==> src/rtl/pipeline_pkg.sv <==
// Shared types and constants for the ID-stage hazard detection unit.
package pipeline_pkg;

    typedef enum logic [1:0] {
        HDU_IDLE,
        HDU_LOAD_STALL,
        HDU_FLUSH
    } hdu_state_e;

    localparam logic [3:0] REG_PC = 4'hF;

    typedef struct packed {
        logic ctrl_nop;
        logic pc_load_en;
        logic ifid_load_en;
        logic ifid_flush;
    } hdu_ctrl_t;

    localparam hdu_ctrl_t CTRL_PASS  = '{ctrl_nop: 1'b0, pc_load_en: 1'b1, ifid_load_en: 1'b1, ifid_flush: 1'b0};
    localparam hdu_ctrl_t CTRL_RESET = CTRL_PASS;
    localparam hdu_ctrl_t CTRL_STALL = '{ctrl_nop: 1'b1, pc_load_en: 1'b0, ifid_load_en: 1'b0, ifid_flush: 1'b0};
    localparam hdu_ctrl_t CTRL_FLUSH = '{ctrl_nop: 1'b1, pc_load_en: 1'b1, ifid_load_en: 1'b1, ifid_flush: 1'b1};

    function automatic logic src_match(input logic used, input logic [3:0] src, input logic [3:0] dst);
        return used && (src == dst);
    endfunction

endpackage

==> src/rtl/hdu_sat_counter.sv <==
// Saturating up-counter with enable; holds at all-ones instead of wrapping.
module hdu_sat_counter #(
    parameter int CNT_W = 16
) (
    input  logic             clk,
    input  logic             reset,
    input  logic             en_i,
    output logic [CNT_W-1:0] count_o
);

    logic [CNT_W-1:0] count_q;
    logic [CNT_W-1:0] count_d;

    always_comb begin
        count_d = count_q;
        if (en_i && (count_q != '1)) begin
            count_d = count_q + CNT_W'(1);
        end
    end

    // NOTE: state registers use non-blocking assignments so every flop samples pre-edge values.
    always_ff @(posedge clk or posedge reset) begin
        if (reset) begin
            count_q <= '0;
        end else begin
            count_q <= count_d;
        end
    end

    assign count_o = count_q;

endmodule

==> src/rtl/hazard_detect_unit.sv <==
// ID-stage hazard detection: load-use, status-flag and taken-branch bubbles,
// with a small FSM stretching load stalls and branch flushes over several cycles.
module hazard_detect_unit
    import pipeline_pkg::*;
#(
    parameter int LOAD_STALL_CYCLES = 1,
    parameter int FLUSH_CYCLES      = 1,
    parameter int CNT_W             = 16
) (
    input  logic             clk,
    input  logic             reset,
    input  logic             id_valid,
    input  logic [3:0]       id_rn,
    input  logic             id_rn_used,
    input  logic [3:0]       id_rm,
    input  logic             id_rm_used,
    input  logic [3:0]       id_rd,
    input  logic             id_rd_used,
    input  logic             id_cond_exec,
    input  logic             ex_mem_read,
    input  logic             ex_reg_write,
    input  logic [3:0]       ex_rd,
    input  logic             ex_s_bit,
    input  logic             ex_branch_taken,
    output logic             ctrl_nop,
    output logic             pc_load_en,
    output logic             ifid_load_en,
    output logic             ifid_flush,
    output logic [CNT_W-1:0] bubble_count
);

    // Cycles still to be spent in LOAD_STALL / FLUSH after the entry cycle.
    localparam logic [2:0] LOAD_REM  = 3'(LOAD_STALL_CYCLES - 1);
    localparam logic [2:0] FLUSH_REM = 3'(FLUSH_CYCLES - 1);

    hdu_state_e state_q, state_d;
    logic [2:0] remain_q, remain_d;
    hdu_ctrl_t  ctrl;
    logic       lu_haz;
    logic       flag_haz;
    logic       br;

    // NOTE: every signal assigned here gets a default first, so no path can infer a latch.
    always_comb begin
        lu_haz = id_valid && ex_mem_read && ex_reg_write && (ex_rd != REG_PC) &&
                 (src_match(id_rn_used, id_rn, ex_rd) ||
                  src_match(id_rm_used, id_rm, ex_rd) ||
                  src_match(id_rd_used, id_rd, ex_rd));
        flag_haz = id_valid && id_cond_exec && ex_s_bit;
        br       = ex_branch_taken;

        state_d  = state_q;
        remain_d = remain_q;
        ctrl     = CTRL_PASS;

        unique case (state_q)
            HDU_IDLE: begin
                if (br) begin
                    ctrl = CTRL_FLUSH;
                    if (FLUSH_REM != 3'd0) begin
                        state_d  = HDU_FLUSH;
                        remain_d = FLUSH_REM;
                    end
                end else if (lu_haz) begin
                    ctrl = CTRL_STALL;
                    if (LOAD_REM != 3'd0) begin
                        state_d  = HDU_LOAD_STALL;
                        remain_d = LOAD_REM;
                    end
                end else if (flag_haz) begin
                    ctrl = CTRL_STALL;
                end
            end

            HDU_LOAD_STALL: begin
                if (br) begin
                    // A taken branch squashes the stalled instruction anyway.
                    ctrl     = CTRL_FLUSH;
                    state_d  = (FLUSH_REM != 3'd0) ? HDU_FLUSH : HDU_IDLE;
                    remain_d = FLUSH_REM;
                end else begin
                    ctrl = CTRL_STALL;
                    if (remain_q <= 3'd1) begin
                        state_d = HDU_IDLE;
                    end else begin
                        remain_d = remain_q - 3'd1;
                    end
                end
            end

            HDU_FLUSH: begin
                ctrl = CTRL_FLUSH;
                if (br) begin
                    state_d  = (FLUSH_REM != 3'd0) ? HDU_FLUSH : HDU_IDLE;
                    remain_d = FLUSH_REM;
                end else if (remain_q <= 3'd1) begin
                    state_d = HDU_IDLE;
                end else begin
                    remain_d = remain_q - 3'd1;
                end
            end

            default: state_d = HDU_IDLE;
        endcase

        if (reset) begin
            ctrl = CTRL_RESET;
        end
    end

    always_ff @(posedge clk or posedge reset) begin
        if (reset) begin
            state_q  <= HDU_IDLE;
            remain_q <= 3'd0;
        end else begin
            state_q  <= state_d;
            remain_q <= remain_d;
        end
    end

    assign ctrl_nop     = ctrl.ctrl_nop;
    assign pc_load_en   = ctrl.pc_load_en;
    assign ifid_load_en = ctrl.ifid_load_en;
    assign ifid_flush   = ctrl.ifid_flush;

    hdu_sat_counter #(
        .CNT_W (CNT_W)
    ) u_bubble_cnt (
        .clk     (clk),
        .reset   (reset),
        .en_i    (ctrl.ctrl_nop),
        .count_o (bubble_count)
    );

endmodule

==> config.mk <==
export PLATFORM = sky130hd
export DESIGN_NAME = hazard_detect_unit
export DESIGN_NICKNAME = d
export VERILOG_FILES = /design/src/rtl/pipeline_pkg.sv /design/src/rtl/hdu_sat_counter.sv /design/src/rtl/hazard_detect_unit.sv
export SDC_FILE = /design/constraint.sdc
export NUM_CORES = 1
export LEC_CHECK = 0
export CAP_MARGIN = 10
export CORE_MARGIN = 3
export CORE_UTILIZATION = 40
export DETAILED_ROUTE_END_ITERATION = 6
export MAX_ROUTING_LAYER = met4
export PLACE_DENSITY = 0.77
export SLEW_MARGIN = 20
export SYNTH_ARGS = -nofsm -noshare
export SYNTH_HDL_FRONTEND = slang
export SYNTH_SLANG_ARGS = --single-unit
==> constraint.sdc <==
create_clock -name clk -period 6.9 [get_ports clk]
set_input_delay 2.07 -clock clk [delete_from_list [all_inputs] [get_ports clk]]
set_output_delay 2.07 -clock clk [all_outputs]
set_load 0.01 [all_outputs]
==> results_dict.tcl, run 1 <==
set metrics [dict create \
    startpoint "ex_rd[0]" \
    netlist.top_cell.by_area "dfrtp_1" \
    synth_warnings 0 \
    tightest_slew_ps 757 \
    ctsResizeCount 0 \
    cp_slowest_cell "clkdlybuf4s50_1" \
    path_class "input port to primary output" \
    portBuffers 46 \
    via_count 940 \
    rsz0062_at_grt "false" \
    antenna_found_initial 0 \
    fillers 193 \
    syn_inst 106 \
    core_mm2 0.00236 \
    endpoint_kind "primary output" \
    finish.utilization_pct 66.4 \
    clockBufferDepth 2 \
    place_congestion 0.742 \
    met1_usage_pct 20.7 \
    yosysTopAreaCellShare_pct 38.0 \
    cp_max_fo 4 \
    ctsHtreeMaxLevel 1 \
    status "finished clean" \
    root_buffer "clkbuf_4" \
    hold_class "flip-flop to flip-flop" \
    cts_hold_buf 0 \
    final-setup-viol-count 0 \
    layout_setup_ws_ps 653 \
    cap_violations 0 \
    r2r_end "u_bubble_cnt.count_o[6]" \
    relSlewSlack_pct 49.2 \
    worstPathArrival_ps 4180 \
    ios 47 \
    fin_worst_skew_ps 0.600 \
    final_common_cell "clkdlybuf4s50_1" \
    met3_usage_pct 1.58 \
    dpl.hpwl_mm 1.95 \
    largest_register_ffs 16 \
    finalCritPeriodShare_pct 90.5 \
    grt_first_pass_wirelength_mm 4.07 \
    cts_buffers 3 \
    grt_max_degree 17 \
    dp_cells 178 \
    drc 0 \
    total_power_w 0.000300 \
    area_delta_synth_final_pct 48.6 \
    syn_area_per_cell_um2 9.95 \
    final_antenna_net_count 0 \
    drt_wl_total_mm 2.38 \
    min_period_ps 6250 \
    postCtsSetupBuffers 0 \
    grt_pass1_vias 941 \
    slowest_delay_ps 500 \
    drive_gt1_share_pct 10.4 \
    max_freq_mhz 160 \
    cts_tree "done" \
    dr.pass1.iters 5 \
    start_kind "input port" \
    syn_nets 134 \
    die_area_mm2 0.00329 \
    synth-seq-area-share_pct 38.0 \
    grt_usage_pct 15.5 \
    fp.dieH_um 57.4 \
    grt_remaining_overflow 0 \
    routedWlPerCell_um 13.1 \
    ys_ff_latch 16 \
    cp-endpoint "ifid_load_en" \
    seq_area_um2 400 \
    synth_cell_types 30 \
    multi_input_area_um2 621 \
    start_util_pct 44.7 \
    drtIter0Drc 18 \
    clk_pin_slew_worst_paths_ps 90 \
    synth_area_leaders "dfrtp_1, xnor2_1, xor2_1" \
    ir_worst_vdd_mv 0.151 \
    synth_area_mm2 0.00105 \
    power.density_mw_per_mm2 191 \
    p_leak_nw 0.594 \
    core.rowCount 17 \
    diodes 0 \
    grt.busiest_layer "met2" \
    finalHoldViolations 0 \
    reg2regPathDepth 6 \
    drv_slew 0 \
    final_cell_mix "clkdlybuf4s50_1, xnor2_1, dfrtp_1" \
    reg2reg_slack_ps 4860 \
    path_cells "clkdlybuf4s50_1 -> xor2_1 -> nor3_1 -> nand3_1 -> a31oi_1 -> a31oi_1 -> or3_1 -> clkdlybuf4s50_1" \
    instances_no_fill 182 \
    tns_ps 0 \
    fin_nets 183 \
    die_w_um 57.4 \
    vias_per_cell 5.16 \
    cts_sinks 16 \
    reg2reg_from "u_bubble_cnt.count_o[4]" \
    grt_util_met2_pct 25.2 \
    clock_latency_ps 280 \
    pre_cts_ws_ps 640 \
    cp_data_required_time_ps 4830 \
]
stage by stage:
stage                     hold slack, ps  area (um^2)
after global placement               482         1530
after global routing                 532         1570
after detailed placement             485         1530
final                                504         1570
after CTS                            503         1570
after floorplan                      518         1050
kinds of logic (layout without fill, tap and decap cells):
family                   Yosys count  in the layout  share of synthesized area, %
XOR/XNOR                          26             26                          21.6
multiplexers                       2              2                          2.85
adder cells (fa/ha/maj)            1              1                          1.19
AO/OA/AOI/OAI                      6              6                          5.81
flip-flops                        16             16                          38.0
buffers and inverters              5             53                          3.20
AND/OR/NAND/NOR                   50             50                          27.4
power by group:
group          switching [W]  internal (W)  total [W]
logic              0.0000414     0.0000644   0.000106
clock network      0.0000297     0.0000321  0.0000618
registers          0.0000236      0.000109   0.000132
per-layer routing:
metal,vias up,wire (um)
met4,0,12
met2,33,1170
li1,469,-
met3,2,111
met5,-,0
met1,436,1090
critical path, delay by kind of cell:
kind                      cells  cell delay [ps]
buffers and inverters         2              990
AOI/OAI and AO/OA             2              250
xor gates and xnor gates      1              200
and+or+nand+nor               3              660
area by class of cell:
type                    instances  share of cell area, %
flip-flops and latches         16                   25.5
well taps                      28                   2.23
repair buffers                 47                   29.8
clock buffers                   4                   2.31
inverters                       2                  0.479
multi-input cells              85                   39.6
worst min path at each step:
stage                                    end                startpoint  depth (start not counted)  slack, ps
floorplan            u_bubble_cnt.count_o[7]   u_bubble_cnt.count_o[7]                          1        520
global placement    u_bubble_cnt.count_o[15]  u_bubble_cnt.count_o[15]                          1        480
detailed placement  u_bubble_cnt.count_o[15]  u_bubble_cnt.count_o[15]                          1        490
CTS                 u_bubble_cnt.count_o[15]  u_bubble_cnt.count_o[15]                          1        500
global route         u_bubble_cnt.count_o[7]   u_bubble_cnt.count_o[7]                          1        530
finish              u_bubble_cnt.count_o[15]  u_bubble_cnt.count_o[15]                          1        500
synth_stat cells (all sizes together):
library cell   n
dfrtp         16
xnor2         16
nand2         14
nand3         10
xor2          10
nor3           9
a31oi          5
nand4          5
buf            3
and4           2
inv            2
mux2           2
nor2           2
nor2b          2
a21o           1
and3           1
ha             1
nand3b         1
nor3b          1
nor4           1
nor4b          1
or3            1
(Power assumes the default switching activity.)
==> run 2: changes to the inputs <==
- SLEW_MARGIN: 20 -> 0
- TNS_END_PERCENT: default -> 10
==> results of run 2 <==
The final DEF is identical to that of run 1; final timing and power are the same.
